**src/rtl/frequency_jump_event_logger_pkg.sv**
```systemverilog
// Shared constants and event layout for the frequency jump event logger.
// Host-side decoders use the same field offsets and word width.
package frequency_jump_event_logger_pkg;

    localparam int unsigned FIFO_DEPTH_LOG2 = 4;
    localparam int unsigned LINE_W          = 12;
    localparam int unsigned FRAME_W         = 16;
    localparam int unsigned COUNT_W         = 8;
    localparam int unsigned EVT_W           = FRAME_W + LINE_W;
    localparam int unsigned FRAME_LSB       = LINE_W;
    localparam int unsigned LINE_LSB        = 0;

    typedef struct packed {
        logic [FRAME_W-1:0] frame;
        logic [LINE_W-1:0]  line;
    } evt_t;

    // Increment that sticks at all-ones.
    function automatic logic [COUNT_W-1:0] sat_inc(input logic [COUNT_W-1:0] v);
        return (v == '1) ? v : v + COUNT_W'(1);
    endfunction

endpackage

```
**src/rtl/frequency_jump_event_logger_if.sv**
```systemverilog
// Valid/ready event read port between the logger (master) and the host (slave).
interface frequency_jump_event_logger_if;
    import frequency_jump_event_logger_pkg::*;

    logic [EVT_W-1:0] event_data;
    logic             event_valid;
    logic             event_ready;

    modport master (output event_data, output event_valid, input event_ready);
    modport slave  (input event_data, input event_valid, output event_ready);

endinterface

```
**src/rtl/frequency_jump_event_logger_sync_fifo_fwft.sv**
```systemverilog
// First-word-fall-through synchronous FIFO with registered head, full and empty.
// A push while full is accepted only when a pop happens in the same cycle.
module sync_fifo_fwft #(
    parameter int unsigned WIDTH      = 8,
    parameter int unsigned DEPTH_LOG2 = 4
) (
    input  logic             clk_i,
    input  logic             rst_i,
    input  logic             push_i,
    input  logic [WIDTH-1:0] push_data_i,
    input  logic             pop_i,
    output logic             full_o,
    output logic             empty_o,
    output logic [WIDTH-1:0] head_o
);

    localparam int unsigned DEPTH = 1 << DEPTH_LOG2;
    localparam int unsigned PTR_W = DEPTH_LOG2 + 1;

    logic [WIDTH-1:0]      mem_q [DEPTH];
    logic [PTR_W-1:0]      wr_ptr_q, wr_ptr_d;
    logic [PTR_W-1:0]      rd_ptr_q, rd_ptr_d;
    logic                  full_q, full_d;
    logic                  empty_q, empty_d;
    logic [WIDTH-1:0]      head_q, head_d;
    logic                  pop_ok, push_ok;
    logic [DEPTH_LOG2-1:0] wr_idx, rd_idx_d;

    assign pop_ok   = pop_i & ~empty_q;
    assign push_ok  = push_i & (~full_q | pop_ok);
    assign wr_idx   = wr_ptr_q[DEPTH_LOG2-1:0];
    assign rd_idx_d = rd_ptr_d[DEPTH_LOG2-1:0];

    // Next pointers, flags and the head word as it will read after this edge.
    always_comb begin
        wr_ptr_d = wr_ptr_q + PTR_W'(push_ok);
        rd_ptr_d = rd_ptr_q + PTR_W'(pop_ok);
        empty_d  = (wr_ptr_d == rd_ptr_d);
        full_d   = ((wr_ptr_d - rd_ptr_d) == PTR_W'(DEPTH));
        head_d   = '0;
        if (!empty_d) begin
            if (push_ok && (wr_idx == rd_idx_d)) begin
                head_d = push_data_i;
            end else begin
                head_d = mem_q[rd_idx_d];
            end
        end
    end

    always_ff @(posedge clk_i) begin
        if (push_ok) begin
            mem_q[wr_idx] <= push_data_i;
        end
    end

    always_ff @(posedge clk_i) begin
        if (rst_i) begin
            wr_ptr_q <= '0;
            rd_ptr_q <= '0;
            full_q   <= 1'b0;
            empty_q  <= 1'b1;
            head_q   <= '0;
        end else begin
            wr_ptr_q <= wr_ptr_d;
            rd_ptr_q <= rd_ptr_d;
            full_q   <= full_d;
            empty_q  <= empty_d;
            head_q   <= head_d;
        end
    end

    assign full_o  = full_q;
    assign empty_o = empty_q;
    assign head_o  = head_q;

endmodule

```
**src/rtl/frequency_jump_event_logger.sv**
```systemverilog
// Turns jump_detected rising edges into frame/line tagged events, queues them,
// and keeps per-frame jump statistics plus a sticky overflow indication.
module frequency_jump_event_logger
    import frequency_jump_event_logger_pkg::*;
(
    input  logic                      pixel_clock,
    input  logic                      reset,
    input  logic                      enable,
    input  logic                      fval,
    input  logic                      lval,
    input  logic                      jump_detected,
    frequency_jump_event_logger_if.master evt,
    output logic [COUNT_W-1:0]        jumps_in_frame,
    output logic [COUNT_W-1:0]        last_frame_jumps,
    output logic                      overflow,
    output logic [COUNT_W-1:0]        dropped_events,
    input  logic                      overflow_clear
);

    logic               fval_dly_q, lval_dly_q, jump_dly_q;
    logic [LINE_W-1:0]  line_q, line_d;
    logic [FRAME_W-1:0] frame_q, frame_d;
    logic [COUNT_W-1:0] jif_q, jif_d;
    logic [COUNT_W-1:0] lfj_q, lfj_d;
    logic               ovf_q, ovf_d;
    logic [COUNT_W-1:0] drops_q, drops_d;

    logic               jump_evt, fval_rise, fval_fall, lval_fall;
    logic               fifo_full, fifo_empty, pop, drop;
    logic [EVT_W-1:0]   head;
    evt_t               tag;

    assign jump_evt  = jump_detected & ~jump_dly_q & enable;
    assign fval_rise = fval & ~fval_dly_q;
    assign fval_fall = ~fval & fval_dly_q;
    assign lval_fall = ~lval & lval_dly_q;
    assign pop       = ~fifo_empty & evt.event_ready;
    assign drop      = jump_evt & fifo_full & ~pop;
    assign tag       = '{frame: frame_q, line: line_q};

    sync_fifo_fwft #(
        .WIDTH      (EVT_W),
        .DEPTH_LOG2 (FIFO_DEPTH_LOG2)
    ) u_fifo (
        .clk_i       (pixel_clock),
        .rst_i       (reset),
        .push_i      (jump_evt),
        .push_data_i (tag),
        .pop_i       (pop),
        .full_o      (fifo_full),
        .empty_o     (fifo_empty),
        .head_o      (head)
    );

    // Line/frame indices and jump statistics; everything here holds while disabled.
    always_comb begin
        line_d  = line_q;
        frame_d = frame_q;
        jif_d   = jif_q;
        lfj_d   = lfj_q;
        ovf_d   = ovf_q;
        drops_d = drops_q;
        if (enable) begin
            if (fval_rise) begin
                line_d = '0;
            end else if (lval_fall && fval) begin
                line_d = line_q + LINE_W'(1);
            end
            if (fval_fall) begin
                frame_d = frame_q + FRAME_W'(1);
                lfj_d   = jump_evt ? sat_inc(jif_q) : jif_q;
                jif_d   = '0;
            end else if (jump_evt) begin
                jif_d = sat_inc(jif_q);
            end
        end
        // A drop in the same cycle as a clear leaves exactly one drop recorded.
        if (drop) begin
            ovf_d   = 1'b1;
            drops_d = overflow_clear ? COUNT_W'(1) : sat_inc(drops_q);
        end else if (overflow_clear) begin
            ovf_d   = 1'b0;
            drops_d = '0;
        end
    end

    always_ff @(posedge pixel_clock) begin
        if (reset) begin
            fval_dly_q <= 1'b0;
            lval_dly_q <= 1'b0;
            jump_dly_q <= 1'b0;
            line_q     <= '0;
            frame_q    <= '0;
            jif_q      <= '0;
            lfj_q      <= '0;
            ovf_q      <= 1'b0;
            drops_q    <= '0;
        end else begin
            fval_dly_q <= fval;
            lval_dly_q <= lval;
            jump_dly_q <= jump_detected;
            line_q     <= line_d;
            frame_q    <= frame_d;
            jif_q      <= jif_d;
            lfj_q      <= lfj_d;
            ovf_q      <= ovf_d;
            drops_q    <= drops_d;
        end
    end

    assign evt.event_valid = ~fifo_empty;
    assign evt.event_data  = head;
    assign jumps_in_frame   = jif_q;
    assign last_frame_jumps = lfj_q;
    assign overflow         = ovf_q;
    assign dropped_events   = drops_q;

endmodule

```
**src/flat_wrapper.sv**
```systemverilog
// flat-port wrapper written by rule: the top's interface ports become plain ports
module frequency_jump_event_logger_flat import frequency_jump_event_logger_pkg::*;
  (pixel_clock, reset, enable, fval, lval, jump_detected, jumps_in_frame, last_frame_jumps, overflow, dropped_events, overflow_clear, evt_event_data, evt_event_valid, evt_event_ready);
  frequency_jump_event_logger_if evt_i ();
  input  logic pixel_clock;
  input  logic reset;
  input  logic enable;
  input  logic fval;
  input  logic lval;
  input  logic jump_detected;
  output logic [COUNT_W-1:0] jumps_in_frame;
  output logic [COUNT_W-1:0] last_frame_jumps;
  output logic overflow;
  output logic [COUNT_W-1:0] dropped_events;
  input  logic overflow_clear;
  output wire logic [$bits(evt_i.event_data)-1:0] evt_event_data;
  output wire logic [$bits(evt_i.event_valid)-1:0] evt_event_valid;
  input wire logic [$bits(evt_i.event_ready)-1:0] evt_event_ready;
  assign evt_event_data = evt_i.event_data;
  assign evt_event_valid = evt_i.event_valid;
  assign evt_i.event_ready = evt_event_ready;
  frequency_jump_event_logger u_core (.pixel_clock(pixel_clock), .reset(reset), .enable(enable), .fval(fval), .lval(lval), .jump_detected(jump_detected), .evt(evt_i), .jumps_in_frame(jumps_in_frame), .last_frame_jumps(last_frame_jumps), .overflow(overflow), .dropped_events(dropped_events), .overflow_clear(overflow_clear));
endmodule
```
**config.mk**
```make
export PLATFORM = sky130hd
export DESIGN_NAME = frequency_jump_event_logger_flat
export DESIGN_NICKNAME = d
export VERILOG_FILES = /design/src/rtl/frequency_jump_event_logger_pkg.sv /design/src/rtl/frequency_jump_event_logger_if.sv /design/src/rtl/frequency_jump_event_logger_sync_fifo_fwft.sv /design/src/rtl/frequency_jump_event_logger.sv /design/src/flat_wrapper.sv
export SDC_FILE = /design/constraint.sdc
export NUM_CORES = 1
export LEC_CHECK = 0
export CORE_ASPECT_RATIO = 1.1
export CORE_MARGIN = 2
export CORE_UTILIZATION = 34
export CTS_CLUSTER_SIZE = 10
export DETAILED_ROUTE_END_ITERATION = 8
export SYNTH_ARGS = -nofsm -noshare
export SYNTH_HDL_FRONTEND = slang
export SYNTH_SLANG_ARGS = --single-unit
```
**constraint.sdc**
```tcl
create_clock -name pixel_clock -period 17.1 [get_ports pixel_clock]
set_input_delay 5.13 -clock pixel_clock [delete_from_list [all_inputs] [get_ports pixel_clock]]
set_output_delay 5.13 -clock pixel_clock [all_outputs]
set_load 0.01 [all_outputs]
```
==> qor.txt, run 1 <==
Status = completed
Pwr dens = 115.2 mW/mm^2
Buf+Inv Stages, Crit Path = 3
Synthesized flop and latch total = 544
Starting Density = 34.38%
Post-CTS setup repair buffer count = 0
Worst path slowest cell = ha_4
Share of power burned in the clock network = 41.3%
Top Ports = 62
Initial antenna violation count = 0
Cells resized by post-CTS repair = 0
Vias per cell = 5.063
Root Buffer = clkbuf_16
Slowest Stage Delay on Critical Path = 0.94 ns
Mapped Nets = 1,190
Antenna Nets Post-Route = 0
FILL cells = 5,652
Max Cap Viol = 0
Minimum clock period = 8.474 ns
Grt total ovfl = 0
Area grow syn2layout = 16.18%
Max VDD drop = 0.08236 mV
Area of the multi-input gates = 0.005878 mm^2
CTS tree = done
Worst-path clk slew = 0.06 ns
Netlist cell types = 52
CP max FO = 62
Die area = 0.06519 mm^2
Placed cell count = 2,027
Synth Cell Area = 0.02148 mm^2
Post-synth EDFFs = 448
Num CTS Buffers = 61
Worst path arrival time = 8.94 ns
Vias in the first global route = 11,490
Placement-stage worst setup slack = 7.955 ns
Clk_lat worst skew = 0.62 ns
Clock Sinks = 544
Crit-path leading delay family = buffers and inverters
GRT Util Overall = 15.01%
Largest net degree at the start of global routing = 63
Most used cell, CP = ha_4
Detailed Routing Iterations Pass 1 = 5
First-pass GRT wire length = 73.32 mm
Final Max Tran Viols = 0
Top cells by area, synth = edfxtp_1 63%, mux4_2 12%, dfxtp_1 8.9%
Die H = 267.6 um
Die Width = 243.6 um
Hold violation count in the final report = 0
Sw frac = 22.03%
Detailed Route Iter0 Violations = 951
Worst setup EP type = register
Antenna cells = 0
Core Region = 0.06246 mm^2
WP data required = 17.57 ns
Min Hold Slack = 0.4519 ns
Bufs on Longest Clock Path = 3
Post-synth top flop = edfxtp_1
CTS Hold Bufs = 0
Combinational power share = 8.6%
Synth top area share = 62.64%
# rows = 96
Vias = 10,840
Reg area = 0.01537 mm^2
Final setup viols = 0
Pwr Total = 2.874 mW
Cell count after synthesis = 1,170
Area leader, netlist = edfxtp_1
Final nets = 1,277
Sequential share of the synthesized area = 71.59%
Slew headroom = 32.14%
Skew final = 0.02521 ns
Gpl congestion = 0.7267
Kind of critical path = in -> reg
Number of port buffers = 61
Final worst slack = 8.626 ns
Share of post-route cells with drive strength above 1 = 21.18%
Commonest non-fill, non-tap cell in the layout = edfxtp_1
Psw = 633.2 uW
Fmax = 118.0 MHz
# H-tree levels = 2
Mean Syn Cell Area = 18.36 um^2
DRC viols = 0
TNS Setup = 0 ns
Hold Path Class = reg -> reg
Non-filler cells, final = 2,141
Most frequent cells in the layout = 448 x edfxtp_1, 112 x mux4_2, 96 x dfxtp_1
Worst-Margin Slew = 1.018 ns
Post-DP HPWL = 24.68 mm
Ys async rst share = 0%
RSZ-0062 raised after global routing = no
Reg power frac = 50.1%
CP cell instances = clkdlybuf4s50_1 > nand2b_1 > inv_1 > ha_4 > ha_4 > buf_4 > mux4_2 > mux2i_1 > mux2_2 > a2111oi_0
P_int = 2.241 mW
Final period utilization = 49.55%
WL per Instance = 22.58 um
Synth Warn # = 0
Routed wire length = 48.34 mm
CP Launch Type = input pin
Pleak = 8.492 nW
[cell families after synthesis]
family | share of synthesized area, %
xor gates and xnor gates | 1.870
buffers and inverters | 1.818
DFF | 71.59
adders and majority gates | 0.6991
muxes | 16.12
AOI/OAI and AO/OA | 3.006
and+or+nand+nor | 4.900
[worst paths after layout]
kind / from / endpoint / slack [ns] / cells after the start
setup / recovery: evt_event_ready / u_core.u_fifo.head_o[18] / 8.63 / 10
hold / removal: u_core.last_frame_jumps[6] / u_core.last_frame_jumps[6] / 0.45 / 2
setup reg to reg: u_core.u_fifo.empty_o / u_core.u_fifo.head_o[18] / 13.17 / 9
hold reg to reg: u_core.last_frame_jumps[6] / u_core.last_frame_jumps[6] / 0.45 / 2
[cells in the mapped netlist, types with 5 or more instances]
master,n
o21ai_0,7
and4_1,7
nand3_1,15
buf_6,7
nand2b_1,10
buf_1,5
dfxtp_1,96
nor3_1,12
xor2_1,31
nor4_1,5
nor2_1,85
xnor2_1,13
clkbuf_1,23
a21oi_1,14
buf_4,6
buf_2,24
mux2_2,30
nor2b_1,11
nand2_1,36
edfxtp_1,448
a2111oi_2,12
mux2i_1,60
and3_1,7
a211oi_1,6
a2111oi_1,15
mux4_2,112
nand4_1,13
inv_1,9
ha_1,12
[power groups by stage]
stage / registers, mW / logic [mW] / clock network (mW)
after floorplan: 1.47 / 0.181 / 0
after CTS: 1.44 / 0.253 / 1.22
after detailed placement: 1.47 / 0.252 / 0
after global placement: 1.47 / 0.249 / 0
after global routing: 1.44 / 0.267 / 1.27
final: 1.44 / 0.246 / 1.19
[per-stage QoR]
step                      instance area, um^2  util [%]
after floorplan                         21480         -
after global placement                  23150     37.07
after detailed placement                23150     37.07
after CTS                               24950     39.95
after global routing                    24950     39.95
final                                   24950     39.95
[layout make-up]
class / count / area share [%]
Sequential cell: 544 / 61.62
Multi-Input combinational cell: 551 / 23.56
Clock buffer: 110 / 7.106
Tap cell: 833 / 4.177
Timing Repair Buffer: 90 / 3.310
Inverter: 9 / 0.1354
Clock inverter: 4 / 0.09528
[worst reg2reg max path, cell delays in order (launching register included)]
cell	delay (ns)
dfxtp_1	0.36
nand2b_1	0.19
inv_1	0.12
ha_4	0.19
ha_4	0.94
buf_4	0.79
mux4_2	0.41
mux2i_1	0.08
mux2_2	0.28
a2111oi_0	0.41
[flip-flops by register name, indices dropped and copies added, names as in the netlist, 5 cells and up]
register and flops:
u_core.u_fifo.mem_q 448, u_core.u_fifo.head_o 28, u_core.frame_q 16, u_core.line_q 12, u_core.dropped_events 8, u_core.jumps_in_frame 8
u_core.last_frame_jumps 8, u_core.u_fifo.rd_ptr_q 5, u_core.u_fifo.wr_ptr_q 5
[routing by layer]
| layer | wire (um) | GRT usage [%] | vias up | part of all wire, % |
|---|---|---|---|---|
| li1 | - | - | 4846 | - |
| met1 | 21110 | 20.22 | 5627 | 44 |
| met2 | 23840 | 25.16 | 294 | 49 |
| met3 | 2369 | 2.405 | 73 | 4.9 |
| met4 | 1022 | 4.400 | 0 | 2.1 |
| met5 | 0 | 0 | - | 0 |
Note: power is estimated with default switching activity, not from simulation.
==> run 2: changes to the inputs <==
==> constraint.sdc (replaced) <==
create_clock -name pixel_clock -period 8.48 [get_ports pixel_clock]
set_input_delay 2.544 -clock pixel_clock [delete_from_list [all_inputs] [get_ports pixel_clock]]
set_output_delay 2.544 -clock pixel_clock [all_outputs]
set_load 0.01 [all_outputs]
==> run 2 against run 1 <==
Effect of this change:
- largest cell class unchanged
- global-route usage down 0.18 points
- die area unchanged
- highest routed layer unchanged
- clock skew down 0.010 ns
- critical endpoint unchanged
- sequential share of layout area about the same
- wire length down 0.24%
- clock power up 96%
- register-to-register slack worse by 8.2 ns
==> qor.txt, run 2 (synthesized netlist as in run 1, its figures left out) <==
Status = completed
Worst path arrival time = 5.99 ns
Pleak = 8.468 nW
Worst-path clk slew = 0.06 ns
Skew final = 0.01486 ns
Hold violation count in the final report = 0
Area of the multi-input gates = 0.005878 mm^2
GRT Util Overall = 14.84%
Clock Sinks = 544
Util after Layout = 39.92%
Final setup viols = 0
Post-CTS setup repair buffer count = 0
Cells resized by post-CTS repair = 0
RSZ-0062 raised after global routing = no
Die Width = 243.6 um
Die area = 0.06519 mm^2
Gpl congestion = 0.7386
Antenna Nets Post-Route = 0
Reg power frac = 50.7%
Kind of critical path = in -> reg
Core Region = 0.06246 mm^2
Sw frac = 21.97%
Post-DP HPWL = 25.34 mm
Final nets = 1,278
P_int = 4.479 mW
Max FFs per register = 448
Placed cell count = 2,029
Clk_lat worst skew = 0.60 ns
WP data required = 8.94 ns
Minimum clock period = 5.534 ns
Routed wire length = 48.23 mm
Non-filler cells, final = 2,140
Detailed Routing Iterations Pass 1 = 5
First-pass GRT wire length = 72.02 mm
CTS Hold Bufs = 0
Vias = 10,860
Share of power burned in the clock network = 40.5%
Most frequent cells in the layout = 448 x edfxtp_1, 112 x mux4_2, 96 x dfxtp_1
Combinational power share = 8.7%
Top Ports = 62
Hold Path Class = reg -> reg
Vias per cell = 5.074
# rows = 96
Max Cap Viol = 0
Area grow syn2layout = 16.09%
CP max FO = 29
Starting Density = 34.38%
Initial antenna violation count = 0
TNS Setup = 0 ns
Biggest register = u_core.u_fifo.mem_q
Grt total ovfl = 0
Pwr dens = 230.2 mW/mm^2
Min Hold Slack = 0.4742 ns
Detailed Route Iter0 Violations = 718
Worst setup EP type = register
Final worst slack = 2.946 ns
CP Launch Type = input pin
Num CTS Buffers = 60
Psw = 1.261 mW
Reg area = 0.01537 mm^2
CTS tree = done
Final period utilization = 65.26%
DRC viols = 0
# H-tree levels = 2
Placement-stage worst setup slack = 2.332 ns
WL per Instance = 22.54 um
Slew headroom = 23.50%
FILL cells = 5,686
Root Buffer = clkbuf_16
Fmax = 180.7 MHz
Commonest non-fill, non-tap cell in the layout = edfxtp_1
Worst-Margin Slew = 1.146 ns
Share of post-route cells with drive strength above 1 = 20.81%
Die H = 267.6 um
Vias in the first global route = 11,330
Max VDD drop = 0.1509 mV
Final Max Tran Viols = 0
Number of port buffers = 61
Bufs on Longest Clock Path = 3
Antenna cells = 0
Largest net degree at the start of global routing = 65
-- run 2: metrics by stage --
stage          area [um^2]  power (mW)
6_report             24930       5.739
5_1_grt              24930       5.946
4_1_cts              24930       5.808
3_5_place_dp         23210       3.484
3_3_place_gp         23210       3.480
2_1_floorplan        21480       3.329
-- run 2: critical path, stage by stage --
cell             delay (ns)
clkdlybuf4s50_1        0.49
nand2b_1               0.11
inv_1                  0.16
ha_4                   0.17
nand3_1                0.20
xor2_4                 0.96
ha_1                   0.42
nand2_1                0.09
nor3_2                 0.04
buf_4                  0.33
a2111oi_0              0.44
-- run 2: worst paths after layout --
kind / from / end / slack [ns] / cells after the start
max: evt_event_ready / u_core.u_fifo.head_o[18] / 2.95 / 11
min reg2reg: u_core.last_frame_jumps[6] / u_core.last_frame_jumps[6] / 0.47 / 2
min: u_core.last_frame_jumps[6] / u_core.last_frame_jumps[6] / 0.47 / 2
max reg2reg: u_core.u_fifo.empty_o / u_core.u_fifo.head_o[18] / 4.99 / 10
-- run 2: final cells by class --
type / count / share of cell area [%]
inverter: 9 / 0.1355
timing repair buffer: 92 / 3.523
clock buffer: 111 / 6.916
multi-input combinational: 551 / 23.58
sequential: 544 / 61.67
tap: 833 / 4.180
-- run 2: power groups by stage --
| stage | clock network [mW] | logic [mW] | registers [mW] |
|---|---|---|---|
| after floorplan | 0 | 0.365 | 2.96 |
| after global placement | 0 | 0.509 | 2.97 |
| after detailed placement | 0 | 0.513 | 2.97 |
| after CTS | 2.38 | 0.516 | 2.92 |
| after global routing | 2.49 | 0.544 | 2.91 |
| final | 2.33 | 0.501 | 2.91 |
-- run 2: metal layers --
metal / up-vias / part of all wire [%] / track usage [%]
li1: 4830 / - / -
met1: 5698 / 44 / 19.82
met2: 268 / 49 / 25.16
met3: 63 / 5.0 / 2.716
met4: 0 / 1.7 / 3.593
met5: - / 0 / 0
==> run 3: changes to the inputs <==
==> constraint.sdc (replaced) <==
create_clock -name pixel_clock -period 5.6 [get_ports pixel_clock]
set_input_delay 1.68 -clock pixel_clock [delete_from_list [all_inputs] [get_ports pixel_clock]]
set_output_delay 1.68 -clock pixel_clock [all_outputs]
set_load 0.01 [all_outputs]
==> run 3 against run 2 <==
Effect of this change:
- cell count about the same
- sequential power up 52%
- utilization up 0.19 points
- sequential cell count unchanged
- via count down 0.38%
- register-to-register slack worse by 2.9 ns
- non-clock buffer count up 2
- die area unchanged
- clock-buffer cell count down 3
- worst hold slack worse by 0.012 ns
- critical path depth up 1
- highest routed layer unchanged
==> qor.txt, run 3 (synthesized netlist as in run 1, its figures left out) <==
Final setup viols = 0
Largest net degree at the start of global routing = 99
Vias = 10,820
Fmax = 220.6 MHz
Detailed Routing Iterations Pass 1 = 5
Most frequent cells in the layout = 448 x edfxtp_1, 112 x mux4_2, 96 x dfxtp_1
Bufs on Longest Clock Path = 3
RSZ-0062 raised after global routing = no
Routed wire length = 48.47 mm
Hold violation count in the final report = 0
GRT Util Overall = 14.95%
WP data required = 6.04 ns
Final Max Tran Viols = 0
Max FFs per register = 448
Pwr dens = 348.3 mW/mm^2
Area grow syn2layout = 16.63%
Worst setup EP type = register
CP cell instances = clkdlybuf4s50_1 > and3b_1 > o21ai_1 > inv_1 > ha_1 > nand3_1 > xnor2_1 > ha_1 > nand2_1 > nor3_2 > buf_4 > a2111oi_1
Vias per cell = 5.053
Max Cap Viol = 0
Max VDD drop = 0.2287 mV
CTS Hold Bufs = 0
Minimum clock period = 4.533 ns
Detailed Route Iter0 Violations = 743
Initial antenna violation count = 0
Starting Density = 34.38%
Antenna cells = 0
Status = completed
Area of the multi-input gates = 0.005887 mm^2
Util after Layout = 40.10%
TNS Setup = 0 ns
# H-tree levels = 2
FILL cells = 5,614
Core Region = 0.06246 mm^2
Share of post-route cells with drive strength above 1 = 21.10%
Biggest register = u_core.u_fifo.mem_q
Skew final = 0.02231 ns
Buf+Inv Stages, Crit Path = 3
Vias in the first global route = 11,380
Pleak = 8.479 nW
Worst path arrival time = 4.98 ns
Clk_lat worst skew = 0.61 ns
First-pass GRT wire length = 72.77 mm
Gpl congestion = 0.7304
Antenna Nets Post-Route = 0
Post-DP HPWL = 26.09 mm
DRC viols = 0
Crit-path leading delay family = simple AND/OR/NAND/NOR gates
Number of port buffers = 61
Post-CTS setup repair buffer count = 0
Clock Sinks = 544
# rows = 96
Reg area = 0.01537 mm^2
Hold Path Class = reg -> reg
Root Buffer = clkbuf_16
CTS tree = done
Die area = 0.06519 mm^2
Commonest non-fill, non-tap cell in the layout = edfxtp_1
Die Width = 243.6 um
Num CTS Buffers = 60
Grt total ovfl = 0
Die H = 267.6 um
Final period utilization = 80.95%
CP max FO = 11
Cells resized by post-CTS repair = 0
Slew headroom = 23.15%
CP Launch Type = input pin
Slowest Stage Delay on Critical Path = 0.86 ns
Kind of critical path = in -> reg
Worst-path clk slew = 0.06 ns
Reg2Reg Setup Slack = 2.06 ns
Worst path slowest cell = nor3_2
Top Ports = 62
Most used cell, CP = ha_1
WL per Instance = 22.64 um
Final nets = 1,280
Worst-Margin Slew = 1.147 ns
[run 3: cell types whose count changed in the layout (fill, tap and decap cells not counted), sizes merged]
cell    delta
buf        +2
inv        +2
clkbuf     -3
[run 3: worst min-delay path, stage by stage (launching register included)]
cell and delay, ns:
dfxtp_1 0.31, nand2_1 0.05, a21oi_1 0.05
[run 3: metrics by stage]
step	power, mW	instances	hold WS (ns)	setup slack [ns]	area, um^2
floorplan	5.041	1170	0.4805	0.1381	21480
global placement	5.277	2031	0.4487	0.5377	23310
detailed placement	5.278	2031	0.4556	0.4381	23310
CTS	8.812	2141	0.4663	1.069	25050
global route	9.025	2141	0.4750	0.9314	25050
finish	8.723	2141	0.4624	1.067	25050
[run 3: per-layer routing]
metal | routed length (um) | vias to the layer above | GRT usage [%]
met5 | 0 | - | 0
met4 | 904 | 0 | 3.823
met3 | 2100 | 56 | 2.325
li1 | - | 4847 | -
met1 | 20790 | 5636 | 19.51
met2 | 24680 | 279 | 26.10
[run 3: power by group]
group	internal, mW	total (mW)	switching [mW]
clock	2.05	3.55	1.49
sequential	4.37	4.41	0.0403
combinational	0.378	0.762	0.385
[run 3: cell type report]
cell class | count | area share [%]
Inverter | 9 | 0.1349
Clock inverter | 2 | 0.06993
Sequential cell | 544 | 61.38
Tap cell | 833 | 4.161
Multi-Input combinational cell | 551 | 23.50
Timing Repair Buffer | 94 | 3.866
Clock buffer | 108 | 6.883
[run 3: path summary, 6_finish.rpt]
check / start / endpoint / cells after the start
setup reg to reg: u_core.u_fifo.empty_o / u_core.u_fifo.head_o[26] / 10
hold / removal: u_core.last_frame_jumps[6] / u_core.last_frame_jumps[6] / 2
setup / recovery: jump_detected / u_core.u_fifo.head_o[26] / 12
hold reg to reg: u_core.last_frame_jumps[6] / u_core.last_frame_jumps[6] / 2
